### config.mk
export PLATFORM = sky130hd
export DESIGN_NAME = watch_mode_controller
export DESIGN_NICKNAME = d
export VERILOG_FILES = /design/src/rtl/watch_mode_controller.sv
export SDC_FILE = /design/constraint.sdc
export NUM_CORES = 1
export LEC_CHECK = 0
export ABC_AREA = 0
export CAP_MARGIN = 20
export CORE_UTILIZATION = 32
export CTS_BUF_LIST = sky130_fd_sc_hd__clkbuf_4
export DETAILED_ROUTE_END_ITERATION = 12
export PLACE_DENSITY = 0.64
export SLEW_MARGIN = 5
export SYNTH_ARGS = -nofsm -noshare
export SYNTH_HDL_FRONTEND = slang
export SYNTH_SLANG_ARGS = --single-unit
export TNS_END_PERCENT = 50
### constraint.sdc
create_clock -name Clk_50MHz -period 2.4 [get_ports Clk_50MHz]
set_input_delay 0.48 -clock Clk_50MHz [delete_from_list [all_inputs] [get_ports Clk_50MHz]]
set_output_delay 0.48 -clock Clk_50MHz [all_outputs]
set_load 0.005 [all_outputs]
### src/rtl/watch_mode_controller.sv
// Mode sequencer, button router and display mux for the watch top level.
// Optional inactivity auto-return to mode 0 under WATCH_MODE_TIMEOUT_EN.
module watch_mode_controller #(
    parameter int NUM_MODES = 3,
    parameter int FIELD_W   = 7,
    parameter int CLK_HZ    = 50_000_000,
    parameter int BLINK_HZ  = 2,
    parameter int TIMEOUT_S = 30
) (
    input  logic                         Clk_50MHz,
    input  logic                         Reset_n,
    input  logic                         Btn_Mode,
    input  logic [2:0]                   Btn_Func,
    input  logic                         Alarm_Active,
    input  logic [NUM_MODES*FIELD_W-1:0] Src_Sec,
    input  logic [NUM_MODES*FIELD_W-1:0] Src_Min,
    input  logic [NUM_MODES*FIELD_W-1:0] Src_Hr,
    input  logic [NUM_MODES*3-1:0]       Src_BlinkMask,
    output logic [2:0]                   Mode,
    output logic [NUM_MODES-1:0]         Mode_OneHot,
    output logic [NUM_MODES*3-1:0]       Func_Pulse,
    output logic                         Alarm_Stop,
    output logic [FIELD_W-1:0]           Disp_Sec,
    output logic [FIELD_W-1:0]           Disp_Min,
    output logic [FIELD_W-1:0]           Disp_Hr,
    output logic [2:0]                   Disp_Blank
);

    localparam int HALF = CLK_HZ / (2 * BLINK_HZ);
    localparam int BW   = (HALF > 1) ? $clog2(HALF) : 1;

    logic [3:0]             btn_s_q, btn_s_d;
    logic [3:0]             btn_p_q, btn_p_d;
    logic [3:0]             rise;
    logic [2:0]             mode_q, mode_d;
    logic [NUM_MODES*3-1:0] pulse_q, pulse_d;
    logic                   stop_q, stop_d;
    logic [FIELD_W-1:0]     sec_q, sec_d;
    logic [FIELD_W-1:0]     min_q, min_d;
    logic [FIELD_W-1:0]     hr_q, hr_d;
    logic [2:0]             blank_q, blank_d;
    logic [BW-1:0]          bcnt_q, bcnt_d;
    logic                   phase_q, phase_d;
    logic                   to_hit;

    assign rise = btn_s_q & ~btn_p_q;

`ifdef WATCH_MODE_TIMEOUT_EN
    localparam longint TO = longint'(TIMEOUT_S) * longint'(CLK_HZ);
    localparam int     TW = (TO > 1) ? $clog2(TO) : 1;

    logic [TW-1:0] to_cnt_q, to_cnt_d;

    always_comb begin
        to_hit   = (mode_q != 3'd0) && (to_cnt_q == TW'(TO - 1)) && !(|rise);
        to_cnt_d = to_cnt_q + 1'b1;
        if ((|rise) || (mode_q == 3'd0) || to_hit) begin
            to_cnt_d = '0;
        end
    end

    always_ff @(posedge Clk_50MHz or negedge Reset_n) begin
        if (!Reset_n) begin
            to_cnt_q <= '0;
        end else begin
            to_cnt_q <= to_cnt_d;
        end
    end
`else
    assign to_hit = 1'b0;
`endif

    always_comb begin
        // Flops reset high so buttons held through reset never look like a rise
        btn_s_d = {Btn_Func, Btn_Mode};
        btn_p_d = btn_s_q;

        mode_d = mode_q;
        if (rise[0]) begin
            mode_d = (mode_q == 3'(NUM_MODES - 1)) ? 3'd0 : mode_q + 3'd1;
        end else if (to_hit) begin
            mode_d = 3'd0;
        end

        stop_d  = rise[3] & Alarm_Active;
        pulse_d = '0;
        for (int m = 0; m < NUM_MODES; m++) begin
            for (int j = 0; j < 3; j++) begin
                if (mode_q == 3'(m) && rise[j+1] && !(j == 2 && Alarm_Active)) begin
                    pulse_d[m*3+j] = 1'b1;
                end
            end
        end

        bcnt_d  = bcnt_q + 1'b1;
        phase_d = phase_q;
        if (mode_d != mode_q) begin
            bcnt_d  = '0;
            phase_d = 1'b0;
        end else if (bcnt_q == BW'(HALF - 1)) begin
            bcnt_d  = '0;
            phase_d = ~phase_q;
        end

        sec_d   = '0;
        min_d   = '0;
        hr_d    = '0;
        blank_d = '0;
        for (int m = 0; m < NUM_MODES; m++) begin
            if (mode_q == 3'(m)) begin
                sec_d   = Src_Sec[m*FIELD_W +: FIELD_W];
                min_d   = Src_Min[m*FIELD_W +: FIELD_W];
                hr_d    = Src_Hr[m*FIELD_W +: FIELD_W];
                blank_d = Src_BlinkMask[m*3 +: 3] & {3{phase_q}};
            end
        end
    end

    always_ff @(posedge Clk_50MHz or negedge Reset_n) begin
        if (!Reset_n) begin
            btn_s_q <= '1;
            btn_p_q <= '1;
            mode_q  <= '0;
            pulse_q <= '0;
            stop_q  <= 1'b0;
            sec_q   <= '0;
            min_q   <= '0;
            hr_q    <= '0;
            blank_q <= '0;
            bcnt_q  <= '0;
            phase_q <= 1'b0;
        end else begin
            btn_s_q <= btn_s_d;
            btn_p_q <= btn_p_d;
            mode_q  <= mode_d;
            pulse_q <= pulse_d;
            stop_q  <= stop_d;
            sec_q   <= sec_d;
            min_q   <= min_d;
            hr_q    <= hr_d;
            blank_q <= blank_d;
            bcnt_q  <= bcnt_d;
            phase_q <= phase_d;
        end
    end

    assign Mode        = mode_q;
    assign Mode_OneHot = NUM_MODES'(1) << mode_q;
    assign Func_Pulse  = pulse_q;
    assign Alarm_Stop  = stop_q;
    assign Disp_Sec    = sec_q;
    assign Disp_Min    = min_q;
    assign Disp_Hr     = hr_q;
    assign Disp_Blank  = blank_q;

endmodule

Word level (Yosys, flattened, before mapping)
Cells that the tools add are included.
{"block": "op_classes", "magnitude_cmp": 0, "bitwise_logic": 7, "shift": 1, "mux": 27, "reduce_logical": 15, "n_mul": 0, "div_mod_pow": 0, "add_sub_neg": 2, "n_eq_ne": 4}
{"operator": "7-bit 2-to-1 mux", "count": 9}
{"operator": "24-bit 2-to-1 mux", "count": 2}
{"operator": "24-bit by 1-bit adder with 24-bit output, second input constant", "count": 1}
{"operator": "24-bit == test, second input constant", "count": 1}
{"operator": "3-bit 2-to-1 mux", "count": 5}
{"operator": "1-bit logical AND", "count": 12}
{"operator": "1-bit 2-to-1 mux", "count": 11}
{"operator": "3-bit bitwise AND", "count": 3}
{"operator": "4-bit bitwise AND", "count": 1}
{"operator": "4-bit NOT", "count": 1}
{"operator": "3-bit by 1-bit adder with 3-bit output, second input constant", "count": 1}
{"operator": "3-bit by 1-bit == test with 1-bit output, second input constant", "count": 1}
{"operator": "3-bit by 2-bit == test with 1-bit output, second input constant", "count": 1}
{"operator": "3-bit zero test", "count": 1}
{"operator": "3-bit != test", "count": 1}
{"operator": "1-bit by 3-bit << shifter with 3-bit output, first input constant", "count": 1}
{"operator": "2-bit nonzero test", "count": 1}
{"operator": "1-bit bitwise AND", "count": 1}
{"operator": "1-bit zero test", "count": 1}
{"operator": "1-bit NOT", "count": 1}
{"block": "word_totals", "latchBits": 0, "memories": 0, "mem_bits_ro": 0, "ram_bits": 0, "reg_bits": 70, "inputBits": 79, "out_inout_bits": 40}

Logic depth before layout (Yosys ltp)
{"block": "logic_depth", "depth_word": 5, "ltp_mapped": 7, "ltp_nobuf": 5}

Worst setup path after synthesis
No wires, ideal clock.
{"block": "synth_path", "path_kind": "register to register", "from": "reg bcnt_q[5]", "to": "reg bcnt_q[23]", "setup_ns": 0.078, "period_less_slack_ns": 1.889, "required_ns": 2.322, "path_buffers": 2, "arrival_ns": 1.811, "stages_incl_launch_ff": 7, "setup_slack_ns": 0.511, "cell_sequence": "dfrtp_1 > buf_4 > nand4_1 > or4_1 > clkbuf_2 > or4_1 > a21oi_1"}
{"block": "synth_between", "elab_chain_len": 3}
{"element": "start, declared", "line_no": "42", "text": "logic [BW-1:0] bcnt_q, bcnt_d;"}
{"element": "start signal, assigned", "line_no": "142", "text": "bcnt_q <= bcnt_d;"}
{"element": "24-bit by 1-bit adder with 24-bit output / 24-bit == test (equally long branches)", "line_no": "95, 100"}
{"element": "24-bit 2-to-1 mux (*)", "line_no": "100", "text": "end else if (bcnt_q == BW'(HALF - 1)) begin"}
{"element": "24-bit 2-to-1 mux (*)", "line_no": "97", "text": "if (mode_d != mode_q) begin"}
{"element": "named net bcnt_d[23]", "line_no": "42"}
The timed path passes the listed nets; every way through them passes the cells marked *.
A chain may end at the register's enable or synchronous reset.

Worst setup path after layout
{"block": "layout_path", "from": "reg mode_q[1], in the netlist Mode[1]", "to": "out Mode_OneHot[0]"}
{"block": "layout_between", "elab_chain_len": 1}
{"element": "start, declared", "line_no": "35", "text": "logic [2:0] mode_q, mode_d;"}
{"element": "start signal, assigned", "line_no": "135", "text": "mode_q <= mode_d;"}
{"element": "1-bit by 3-bit << shifter with 3-bit output", "line_no": "148", "text": "assign Mode_OneHot = NUM_MODES'(1) << mode_q;"}
{"element": "end, declared", "line_no": "20", "text": "output logic [NUM_MODES-1:0] Mode_OneHot,"}
No other way between the ends.

==> metrics.txt <==
outcome=completed; clock sink count=70; Filler cells=between 800 and 900; R2R depth=4; Initial DRC Count=just under 100; RSZ-0062 raised after global routing=false; register area share after synthesis=0.559; number of top-level pins=~120; crit path DAT=~1.8 ns; combinational power share=0.402; GR Util met3=0.0552; final critical-path share of the clock period=0.951; Clock Power Share=0.242; Final Core Density=0.505; CP Class=reg2out; # nets final=around 520; Routed wire per std cell=~14 um; DRC viols=0; Max VDD drop=around 0.00044 V; Synth Net Count=400; drt first pass iters=4; Final Setup Violations=0; Worst Hold Class=in2async; met2 Use GR=0.255; Total GRT Usage=0.154; fin crit period=about 2.3 ns; NetSw=approximately 1.3 mW; initial antenna violation count=0; Die Wd=101 um; Max-cap violations=0; Max Root-Sink Buffers=2; Hold Fails Final Rpt=0; max-slew violations=0; die area=10200 um^2; GRT busiest layer=met2; first-pass GRT wire length=approximately 12 mm; pin count of the biggest net entering global routing=about 70; Sw Share=0.307; Die Y=approximately 100 um; f_max=about 440 MHz; Synth Instances=between 300 and 400; Synth Register Bits=70; dpl hpwl=between 5 and 6 mm; cell-internal power=~3.0 mW; Worst Clk Skew=roughly 0.0094 ns; synthesized area per cell=9.84 um^2; Slew headroom=0.571; row count=35; Synth area leaders=dfrtp_1 49%, nor2_1 8.2%, dfstp_2 6.7%; vias per cell=approximately 4.7; layout cells sized above 1=0.0942; CTS tree=yes; top cell type's share of synthesized area=0.493; dpl cells=between 500 and 600; Reg power frac=0.356; LEAKAGE=just under 2 nW; Worst-Skew Late Latency=roughly 0.41 ns; Non-Filler Instances=approximately 580; routed wire length=7.78 mm; Core Box Area=approximately 9400 um^2; clock buffer count from CTS=9; vias in the first global route=around 2500; final RePlAce weighted congestion=0.806; Starting Density=0.336; GR Overflow Total=0; Root Buffer=clkbuf_4; DR vias=about 2700; IO buf count=between 100 and 150; post-synth design cell area=about 3100 um^2; Antenna Nets Post-Route=0; Area Growth Syn to Fin=50.2%; met1 global-route usage=0.185; area leader, netlist=dfrtp_1; Cell variety after synth=32; kind of end point of the critical path=primary output; WP data required=approximately 1.9 ns; H-tree depth=3; Startpoint Class=flip-flop; synth warn=0; Worst Tran Pin Value=between 0.6 and 0.7 ns; CP max FO=5; Power Dens Cells=917 nW/um^2; Clock transition at path regs=between 0.1 and 0.15 ns
[timing repair]
item                       4_1_cts  5_1_grt
setup buffers                    0        2
gates resized for setup          0        8
pin swaps                        0        1
hold buffers                     0        0
cloned                           0        0
setup endpoints to repair        2        4
[registers in the layout (all words and copies together), names as in the netlist]
register    cells
Disp_Min        7
bcnt_q         24
Disp_Hr         7
Mode            3
btn_p_d         4
btn_p_q         4
Disp_Sec        7
Disp_Blank      3
phase_q         1
Func_Pulse      9
Alarm_Stop      1
[per-stage QoR]
step	cell area (um^2)	total power [mW]	worst slack, ns	hold slack, ns	setup TNS [ns]
after floorplan	3150	2.35	0.511	0.184	0
after global placement	4490	3.25	0.429	0.356	0
after detailed placement	4490	3.27	0.377	0.358	0
after CTS	4690	4.33	-0.00331	0.0738	-0.00336
after global routing	4730	4.62	0.0181	0.0555	0
final	4730	4.34	0.117	0.0695	0
[power groups by stage]
stage / clock (mW) / sequential [mW] / combinational [mW]
after global routing: 1.13 / 1.58 / 1.91
after CTS: 1.08 / 1.54 / 1.72
final: 1.05 / 1.54 / 1.74
after floorplan: 0 / 1.58 / 0.765
after global placement: 0 / 1.55 / 1.70
after detailed placement: 0 / 1.56 / 1.71
[cell type report]
class,count,area [um^2],area share
flip-flops and latches,70,1760,0.373
clock buffers,9,67.6,0.0143
clock inverters,7,136,0.0288
repair buffers,128,1270,0.270
inverters,9,33.8,0.00714
diodes,1,2.50,0.000529
well taps,129,161,0.0341
multi-input cells,223,1290,0.273
[logic make-up after synthesis]
group	share of synthesized area
and+or+nand+nor	0.209
DFF	0.559
AOI/OAI and AO/OA	0.0910
buffers and inverters	0.0342
muxes	0.0667
xor gates and xnor gates	0.0362
adders and majority gates	0.00397
[critical path, cell delays in order, from the launching register on]
cell and delay [ns]:
dfrtp_2 0.45, or3_4 0.40, inv_1 0.06, clkdlybuf4s50_1 0.49
[layout by cell type (no fill, tap or decap), drive strengths merged]
cell type	synthesis	layout
dfstp	8	8
xor2	6	6
clkinv	0	2
or3	11	11
a21oi	33	33
nor2	69	69
ha	1	1
nand2b	5	5
nor3	6	6
mux2i	21	21
buf	4	11
nand2	8	8
nand3	9	9
nand4	8	8
o31ai	2	2
or2	1	1
o221ai	3	3
nor2b	3	3
nor4b	1	1
xnor2	7	7
clkbuf	14	9
dfrtp	62	62
clkinvlp	0	1
or4	4	4
clkdlybuf4s50	0	117
diode	0	1
o21ai	16	16
and3b	1	1
and2	2	2
or3b	1	1
inv	9	9
bufinv	0	4
and4	5	5
[metal layers]
metal,part of all wire,vias up
met2,0.51,69
met4,0.012,0
li1,-,1335
met5,0,-
met1,0.42,1277
met3,0.054,9
[synthesized netlist by cell type]
master    number
o221ai_1       3
ha_1           1
dfstp_2        8
nand3_2        1
o21ai_1        1
or4_1          4
xnor2_1        7
nor2_1        69
nand2_1        8
and3b_1        1
or3b_2         1
buf_1          3
nor4b_1        1
dfrtp_1       62
nor2b_1        3
nand3_1        8
clkbuf_2       2
buf_4          1
or3_1         11
and2_1         2
a21oi_1       33
nor3_1         6
nand2b_1       5
or2_2          1
and4_1         5
clkbuf_1      12
o31ai_1        2
o21ai_0       15
mux2i_1       21
xor2_1         6
inv_1          9
nand4_1        8
[final timing paths]
kind / startpoint / end / slack, ns
setup / recovery: Mode[1]$_DFF_PN0_ / Mode_OneHot[0] / 0.12
hold / removal: Reset_n / bcnt_q[4]$_DFF_PN0_ / 0.07
setup reg to reg: bcnt_q[5]$_DFF_PN0_ / bcnt_q[23]$_DFF_PN0_ / 0.34
hold reg to reg: btn_p_d[2]$_DFF_PN1_ / btn_p_q[2]$_DFF_PN1_ / 0.37
max in group asynchronous: Reset_n / btn_p_d[1]$_DFF_PN1_ / 2.01
min in group Clk_50MHz: btn_p_d[2]$_DFF_PN1_ / btn_p_q[2]$_DFF_PN1_ / 0.37
No activity file was read; power rests on OpenSTA's default activity.
